### src/rtl/instruction_loader_if.sv
// instruction_loader_if: byte-stream load, status and fetch-read signals of the instruction loader.
interface instruction_loader_if #(
  parameter int ADDR_W = 5
) ();
  logic              start;
  logic              finish;
  logic [7:0]        byte_in;
  logic              byte_valid;
  logic              byte_ready;
  logic              load_busy;
  logic              load_done;
  logic [ADDR_W:0]   word_count;
  logic              overflow;
  logic [ADDR_W-1:0] addr;
  logic [31:0]       instruction;
  modport master (
    output start, finish, byte_in, byte_valid, addr,
    input  byte_ready, load_busy, load_done, word_count, overflow, instruction
  );
  modport slave (
    input  start, finish, byte_in, byte_valid, addr,
    output byte_ready, load_busy, load_done, word_count, overflow, instruction
  );
endinterface

### src/rtl/instruction_loader.sv
// instruction_loader: assembles an MSB-first byte stream into 32-bit words and serves them to a fetch port.
module instruction_loader #(
  parameter int DEPTH  = 32,
  parameter int ADDR_W = 5
) (
  input logic clk,
  input logic rst_n,
  instruction_loader_if.slave bus
);
  typedef enum logic [1:0] {IDLE, LOAD, DONE} state_t;
  localparam logic [ADDR_W:0] LAST_WORD = (ADDR_W + 1)'(DEPTH - 1);
  state_t          state, state_n;
  logic [1:0]      idx;
  logic [23:0]     asm_q;
  logic [ADDR_W:0] wc;
  logic            ovf;
  logic            accept, last;
  logic [31:0]     mem [DEPTH];
  assign bus.byte_ready  = (state == LOAD) && !bus.start;
  assign bus.load_busy   = state == LOAD;
  assign bus.load_done   = state == DONE;
  assign bus.word_count  = wc;
  assign bus.overflow    = ovf;
  assign accept          = bus.byte_valid && bus.byte_ready;
  assign last            = accept && (idx == 2'd3);
  // Only words below word_count are valid; the array itself is never cleared.
  assign bus.instruction = ({1'b0, bus.addr} < wc) ? mem[bus.addr] : 32'h0;
  always_comb begin
    state_n = state;
    state_n = bus.start ? LOAD :
              (state == LOAD && (bus.finish || (last && wc == LAST_WORD))) ? DONE : state;
  end
  always_ff @(posedge clk or negedge rst_n) begin
    if (!rst_n) state <= IDLE;
    else        state <= state_n;
  end
  always_ff @(posedge clk or negedge rst_n) begin
    if (!rst_n) begin
      wc    <= '0;
      idx   <= '0;
      ovf   <= 1'b0;
      asm_q <= '0;
    end else if (bus.start) begin
      wc  <= '0;
      idx <= '0;
      ovf <= 1'b0;
    end else if (state == LOAD) begin
      if (accept) begin
        asm_q <= {asm_q[15:0], bus.byte_in};
        idx   <= idx + 2'd1;
      end
      if (last) wc <= wc + 1'b1;
      if (bus.finish) idx <= '0;
    end else if (state == DONE && bus.byte_valid) begin
      ovf <= 1'b1;
    end
  end
  always_ff @(posedge clk) begin
    if (last) mem[wc[ADDR_W-1:0]] <= {asm_q, bus.byte_in};
  end
endmodule

### src/flat_wrapper.sv
// flat-port wrapper written by rule: the top's interface ports become plain ports
module instruction_loader_flat 
#(
  parameter int DEPTH  = 32,
  parameter int ADDR_W = 5
)
  (clk, rst_n, bus_start, bus_finish, bus_byte_in, bus_byte_valid, bus_addr, bus_byte_ready, bus_load_busy, bus_load_done, bus_word_count, bus_overflow, bus_instruction);
  instruction_loader_if #(.ADDR_W(ADDR_W)) bus_i ();
  input logic clk;
  input logic rst_n;
  input wire logic [$bits(bus_i.start)-1:0] bus_start;
  input wire logic [$bits(bus_i.finish)-1:0] bus_finish;
  input wire logic [$bits(bus_i.byte_in)-1:0] bus_byte_in;
  input wire logic [$bits(bus_i.byte_valid)-1:0] bus_byte_valid;
  input wire logic [$bits(bus_i.addr)-1:0] bus_addr;
  output wire logic [$bits(bus_i.byte_ready)-1:0] bus_byte_ready;
  output wire logic [$bits(bus_i.load_busy)-1:0] bus_load_busy;
  output wire logic [$bits(bus_i.load_done)-1:0] bus_load_done;
  output wire logic [$bits(bus_i.word_count)-1:0] bus_word_count;
  output wire logic [$bits(bus_i.overflow)-1:0] bus_overflow;
  output wire logic [$bits(bus_i.instruction)-1:0] bus_instruction;
  assign bus_i.start = bus_start;
  assign bus_i.finish = bus_finish;
  assign bus_i.byte_in = bus_byte_in;
  assign bus_i.byte_valid = bus_byte_valid;
  assign bus_i.addr = bus_addr;
  assign bus_byte_ready = bus_i.byte_ready;
  assign bus_load_busy = bus_i.load_busy;
  assign bus_load_done = bus_i.load_done;
  assign bus_word_count = bus_i.word_count;
  assign bus_overflow = bus_i.overflow;
  assign bus_instruction = bus_i.instruction;
  instruction_loader #(.DEPTH(DEPTH), .ADDR_W(ADDR_W)) u_core (.clk(clk), .rst_n(rst_n), .bus(bus_i));
endmodule
### config.mk
export PLATFORM = sky130hd
export DESIGN_NAME = instruction_loader_flat
export DESIGN_NICKNAME = d
export VERILOG_FILES = /design/src/rtl/instruction_loader_if.sv /design/src/rtl/instruction_loader.sv /design/src/flat_wrapper.sv
export SDC_FILE = /design/constraint.sdc
export NUM_CORES = 1
export LEC_CHECK = 0
export ABC_AREA = 1
export CAP_MARGIN = 30
export CELL_PAD_IN_SITES_DETAIL_PLACEMENT = 1
export CELL_PAD_IN_SITES_GLOBAL_PLACEMENT = 2
export CORE_UTILIZATION = 25
export CTS_CLUSTER_DIAMETER = 30
export DETAILED_ROUTE_END_ITERATION = 7
export PLACE_DENSITY = 0.5
export SYNTH_ARGS = -nofsm -noshare
export SYNTH_HDL_FRONTEND = slang
export SYNTH_SLANG_ARGS = --single-unit
export TNS_END_PERCENT = 30
### constraint.sdc
create_clock -name clk -period 7.1 [get_ports clk]
set_input_delay 0.71 -clock clk [delete_from_list [all_inputs] [get_ports clk]]
set_output_delay 0.71 -clock clk [all_outputs]
set_load 0.05 [all_outputs]
* Word level (Yosys, flattened, before mapping) *
Memories as Yosys holds them, arrays and structs flattened.
Cells that the tools add are included.

word-level totals
  word-level logic and storage cells = 47
  memories = 1
  register bits after elaboration = 35
  memory bits (writable) = 1024
  output and inout port bits = 42
  input bits = 18

memory list
  memory      words  width  read ports  clocked after memory_dff  write ports  line                      source
  u_core.mem  32     32     1           0                         1            instruction_loader.sv:18  logic [31:0] mem [DEPTH];

cells by class
  $lt $le $gt $ge = 1
  equal/unequal tests = 5
  reductions and logical operators = 17
  bitwise gates (word level) = 1
  mux-type cells = 15
  add/sub/neg operators = 2

operators by type and width
  operator             count
  $mux 32              1
  $mux 6               3
  $mux 2               6
  $reduce_bool 2->1    4
  $add 6x1->6 const B  1
  $eq 6x5->1 const B   1
  $logic_and 1x1->1    6
  $lt 5x6->1           1
  $reduce_and 2->1     3
  $mux 1               5
  $eq 2x2->1 const B   2
  $reduce_and 3->1     1
  $reduce_bool 3->1    1
  $add 2x1->2 const B  1
  $eq 2x1->1 const B   1
  $ne 2x2->1 const B   1
  $logic_not 1->1      1
  $logic_or 1x1->1     1
  $not 1->1            1

* Longest topological paths before layout *
  depth in word-level cells = 9
  gate-level depth with buffers = 11
  mapped depth without buffers = 9

* Worst setup path before layout *
OpenSTA, ideal clock, no wires.

  path kind = input -> register
  from = input port bus_start
  to = memory u_core.mem[0][0], enable pin
  data required time = 6.679 ns
  data arrival time = 3.378 ns
  stages on the path = 6
  path buffers = 1
  setup time = 0.421 ns
  path slack = 3.301 ns
  cell sequence = buf_2 nor2_2 nand3_1 inv_1 nand2_1 nor2_1

on the way
  longest elaborated chain between the ends = 6

RTL lines
  item                          line                      source
  start, declared               flat_wrapper.sv:11        input wire logic [$bits(bus_i.start)-1:0] bus_start;
  $logic_not 1->1               instruction_loader.sv:19  assign bus.byte_ready = (state == LOAD) && !bus.start;
  $logic_and 1x1->1             instruction_loader.sv:19
  net bus_byte_ready            flat_wrapper.sv:16        output wire logic [$bits(bus_i.byte_ready)-1:0] bus_byte_ready;
  $logic_and 1x1->1             instruction_loader.sv:24  assign accept = bus.byte_valid && bus.byte_ready;
  $logic_and 1x1->1             instruction_loader.sv:25  assign last = accept && (idx == 2'd3);
  $mux 1                        instruction_loader.sv:59  if (last) mem[wc[ADDR_W-1:0]] <= {asm_q, bus.byte_in};
  $mux 1 (implied by the code)  instruction_loader.sv:59
  end, declared                 instruction_loader.sv:18

The timed path passes the listed nets, and every way through them passes these cells.

* Final worst setup path *
  from = input port bus_addr[1]
  to = output port bus_instruction[6]

on the way
  longest elaborated chain between the ends = 2
  elaborated cells on any way between the ends = 3
  those cells by class = order compare: 1; mux: 1; memory: 1

RTL lines
  item                                                line                      source
  start, declared                                     flat_wrapper.sv:15        input wire logic [$bits(bus_i.addr)-1:0] bus_addr;
  $mem_v2 32x32 / $lt 5x6->1 (equally long branches)  n/a
  $mux 32 (*)                                         instruction_loader.sv:27  assign bus.instruction = ({1'b0, bus.addr} < wc) ? mem[bus.addr] : 32'h0;
  end, declared                                       flat_wrapper.sv:21        output wire logic [$bits(bus_i.instruction)-1:0] bus_instruction;

Every way passes the cells marked *; elsewhere a longest branch is shown, timed or not.

==> impl_metrics.toml <==
[run_status]
status = "complete, no violations"

[clock_tree]
numCtsBuffers = 299
cts.sinks = 1059
cts_buffer_depth = 4
clk_pin_slew_ns = 0.04
htree_levels = 5
cts_tree = "done"
insertion_delay_ns = 0.89
cts_root_buffer = "clkbuf_16"
postCtsSetupBuffers = 0

[power]
power_mw = 21.8
ir_drop_uv = 165
cellPowerDensity_nw_per_um2 = 391
leakagePower_nw = 20.0

[synth]
synth_compound_area_frac = 0.00798
synthAdderAreaFrac = 0.00263
ys_seq_area_frac = 0.739
syn_area_per_cell_um2 = 12.2
netlist_area_um2 = 42800
synth_edf_count = 1024
synth-async-reset-ratio = 0.0331
ys.warnings.count = 0
yosysUniqueCellTypes = 25
postSynthCellCount = 3498
synth_top_area_frac = 0.719
ys.flop_type = "edfxtp_1"
synth_top_family_by_area = "simple AND/OR/NAND/NOR gates"
synth_common_cells = "1067 x nand2_1, 1024 x edfxtp_1, 960 x nand3_1, 99 x buf_2, 58 x buf_4"
yosysTopAreaCell = "edfxtp_1"
ys_seq_elements = 1059
synthSimpleGateAreaFrac = 0.211
synth_nets = 3525
yosys.area_share.xor_xnor = 0
synthMuxAreaShare = 0.00211
synth.area.top_cells = "edfxtp_1 72%, nand3_1 11%, nand2_1 9.4%"
yosysMostFrequentCell = "nand2_1"

[sta]
setup_viol = 0
finalHoldViolCount = 0
rsz0062_at_grt = "false"
period_needed_ns = 5.41
fin_crit_sh = 0.762
finalClockSkew_ns = 0.0649
slew_headroom = 0.322
worst_pin_slew_ns = 1.02
slew_viol_final = 0
fin_setup_tns_ns = 0
fmax_mhz = 185

[critical_path]
crit_family = "buffers and inverters"
critical_path_buf_inv_count = 4
path_max_fanout = 89
worstSetupEndpointType = "primary output"
crit_top_cell = "nand3_1"
path_class = "in2out"
crit_required_ns = 6.39
cp-start-kind = "primary input"
critPathSlowestCell = "clkdlybuf4s50_1"
critPathArrivalTime_ns = 4.70
reg2reg_depth = 8
critPathMaxStageDelay_ns = 1.02
path_cells = "buf_8 > inv_8 > buf_12 > nand3_1 > nand3_1 > nand3_1 > nand3_1 > a21oi_1 > clkdlybuf4s50_1"
critical_path_cell_count = 9

[finish]
postLayoutCellArea_um2 = 55900
seq_area_um2 = 31600
nFillCells = 17900
layout-drive-gt1-share = 0.144
syn_to_final_growth_pct = 30.5
multi_input_area_um2 = 9830
nNetsFinal = 3760

[global_route]
overflow = 0
gr-usage-all-layers = 0.186
grt_max_degree = 166
grt_pass1_vias = 30000
grt_pass1_wl_um = 227000
antenna_found_initial = 6

[routing]
drt_wl_total_um = 162000
drtPass1Iterations = 7
drt_iter0_drc = 2251
wl_per_cell_um = 26.2
antenna_left = 0
drc = 0
num_vias = 28900
vias_per_cell = 4.69

[floorplan]
io_pins = 60
dieArea_um2 = 173000
start_util = 0.252
die_w_um = 416
row_count = 151
dieHeight_um = 416
core-area_um2 = 170000

[run]
maxCapViolCount = 0

[hold_path]
min_path_cells = 1
hp-class = "reg2reg"

[placement]
io_buffers = 59
dp_hpwl_um = 81900
placed_area_um2 = 46300
gp_congestion = 0.702
stage by stage:
stage,utilization,hold slack [ns],worst slack [ns],instances
after detailed placement,0.273,0.487,1.66,5648
after CTS,0.329,0.456,1.65,6157
final,0.329,0.496,1.69,6160
after floorplan,-,0.414,3.30,3498
after global placement,0.269,0.483,1.54,5625
after global routing,0.329,0.523,1.65,6159
sequential cells by signal, summed over array words and instances, names as in the netlist:
register / count
u_core.idx: 2
u_core.state: 2
u_core.bus.word_count: 6
u_core.mem: 1024
u_core.asm_q: 24
u_core.bus.overflow: 1
layout make-up:
cell class,count,share of cell area
clock inverters,142,0.0277
multi-input cells,2166,0.176
clock buffers,366,0.143
diodes,2,0.0000896
repair buffers,160,0.0332
flip-flops and latches,1059,0.566
inverters,47,0.00390
well taps,2218,0.0497
power by group:
group	internal, mW	switching [mW]
Sequential	7.44	0.220
Clock	9.05	3.72
Combinational	0.413	0.979
cell usage in the layout (no fill, tap or decap), types with 2 or more instances in the layout:
master	netlist	layout
a21oi_1	45	45
buf_16	0	17
buf_2	99	2
ha_1	9	9
clkbuf_8	0	5
mux2_2	7	7
clkbuf_1	29	52
inv_6	0	4
nor2_1	52	20
buf_6	29	2
diode_2	0	2
o21ai_0	17	17
clkinv_1	0	41
clkdlybuf4s50_1	0	53
nor2_4	0	32
nand2_1	1067	1066
dfrtp_1	35	35
bufinv_16	0	34
edfxtp_1	1024	1024
clkinv_2	0	55
clkinvlp_4	0	8
clkbuf_16	0	309
buf_8	0	5
buf_12	0	11
inv_1	45	42
nand3_1	960	960
nor3_1	2	2
buf_4	58	69
timing repair:
item | in CTS | in global routing
hold buffers | 1 | 0
gates resized for setup | 0 | 0
endpoints found under the hold margin | 34 | 0
per-layer routing:
| layer | track usage | vias to the layer above | wire, µm |
|---|---|---|---|
| met2 | 0.297 | 670 | 75800 |
| li1 | - | 13000 | - |
| met3 | 0.0342 | 233 | 6900 |
| met4 | 0.0493 | 2 | 2990 |
| met5 | 0 | - | 9 |
| met1 | 0.257 | 15000 | 75900 |
cells by family after synthesis:
logic type      Yosys count
simple gates           2083
buf+inv                 273
fa+ha+maj                 9
mux                       8
compound gates           66
flops                  1059
worst paths after layout:
check	from	end	slack, ns
min in group asynchronous	rst_n	u_core.asm_q[1]	0.53
max	bus_addr[1]	bus_instruction[6]	1.69
max reg2reg	u_core.state[1]	u_core.mem[9][28]	3.25
min reg2reg	u_core.asm_q[17]	u_core.asm_q[17]	0.50
max in group asynchronous	rst_n	u_core.asm_q[18]	6.01
min	u_core.asm_q[17]	u_core.asm_q[17]	0.50
worst reg2reg max path: cells and delay by family (launching register included):
| family | cells | cell delay (ns) |
|---|---|---|
| buffers and inverters | 3 | 0.99 |
| DFF | 1 | 0.35 |
| and+or+nand+nor | 5 | 2.01 |
No activity file was read; power rests on OpenSTA's default activity.
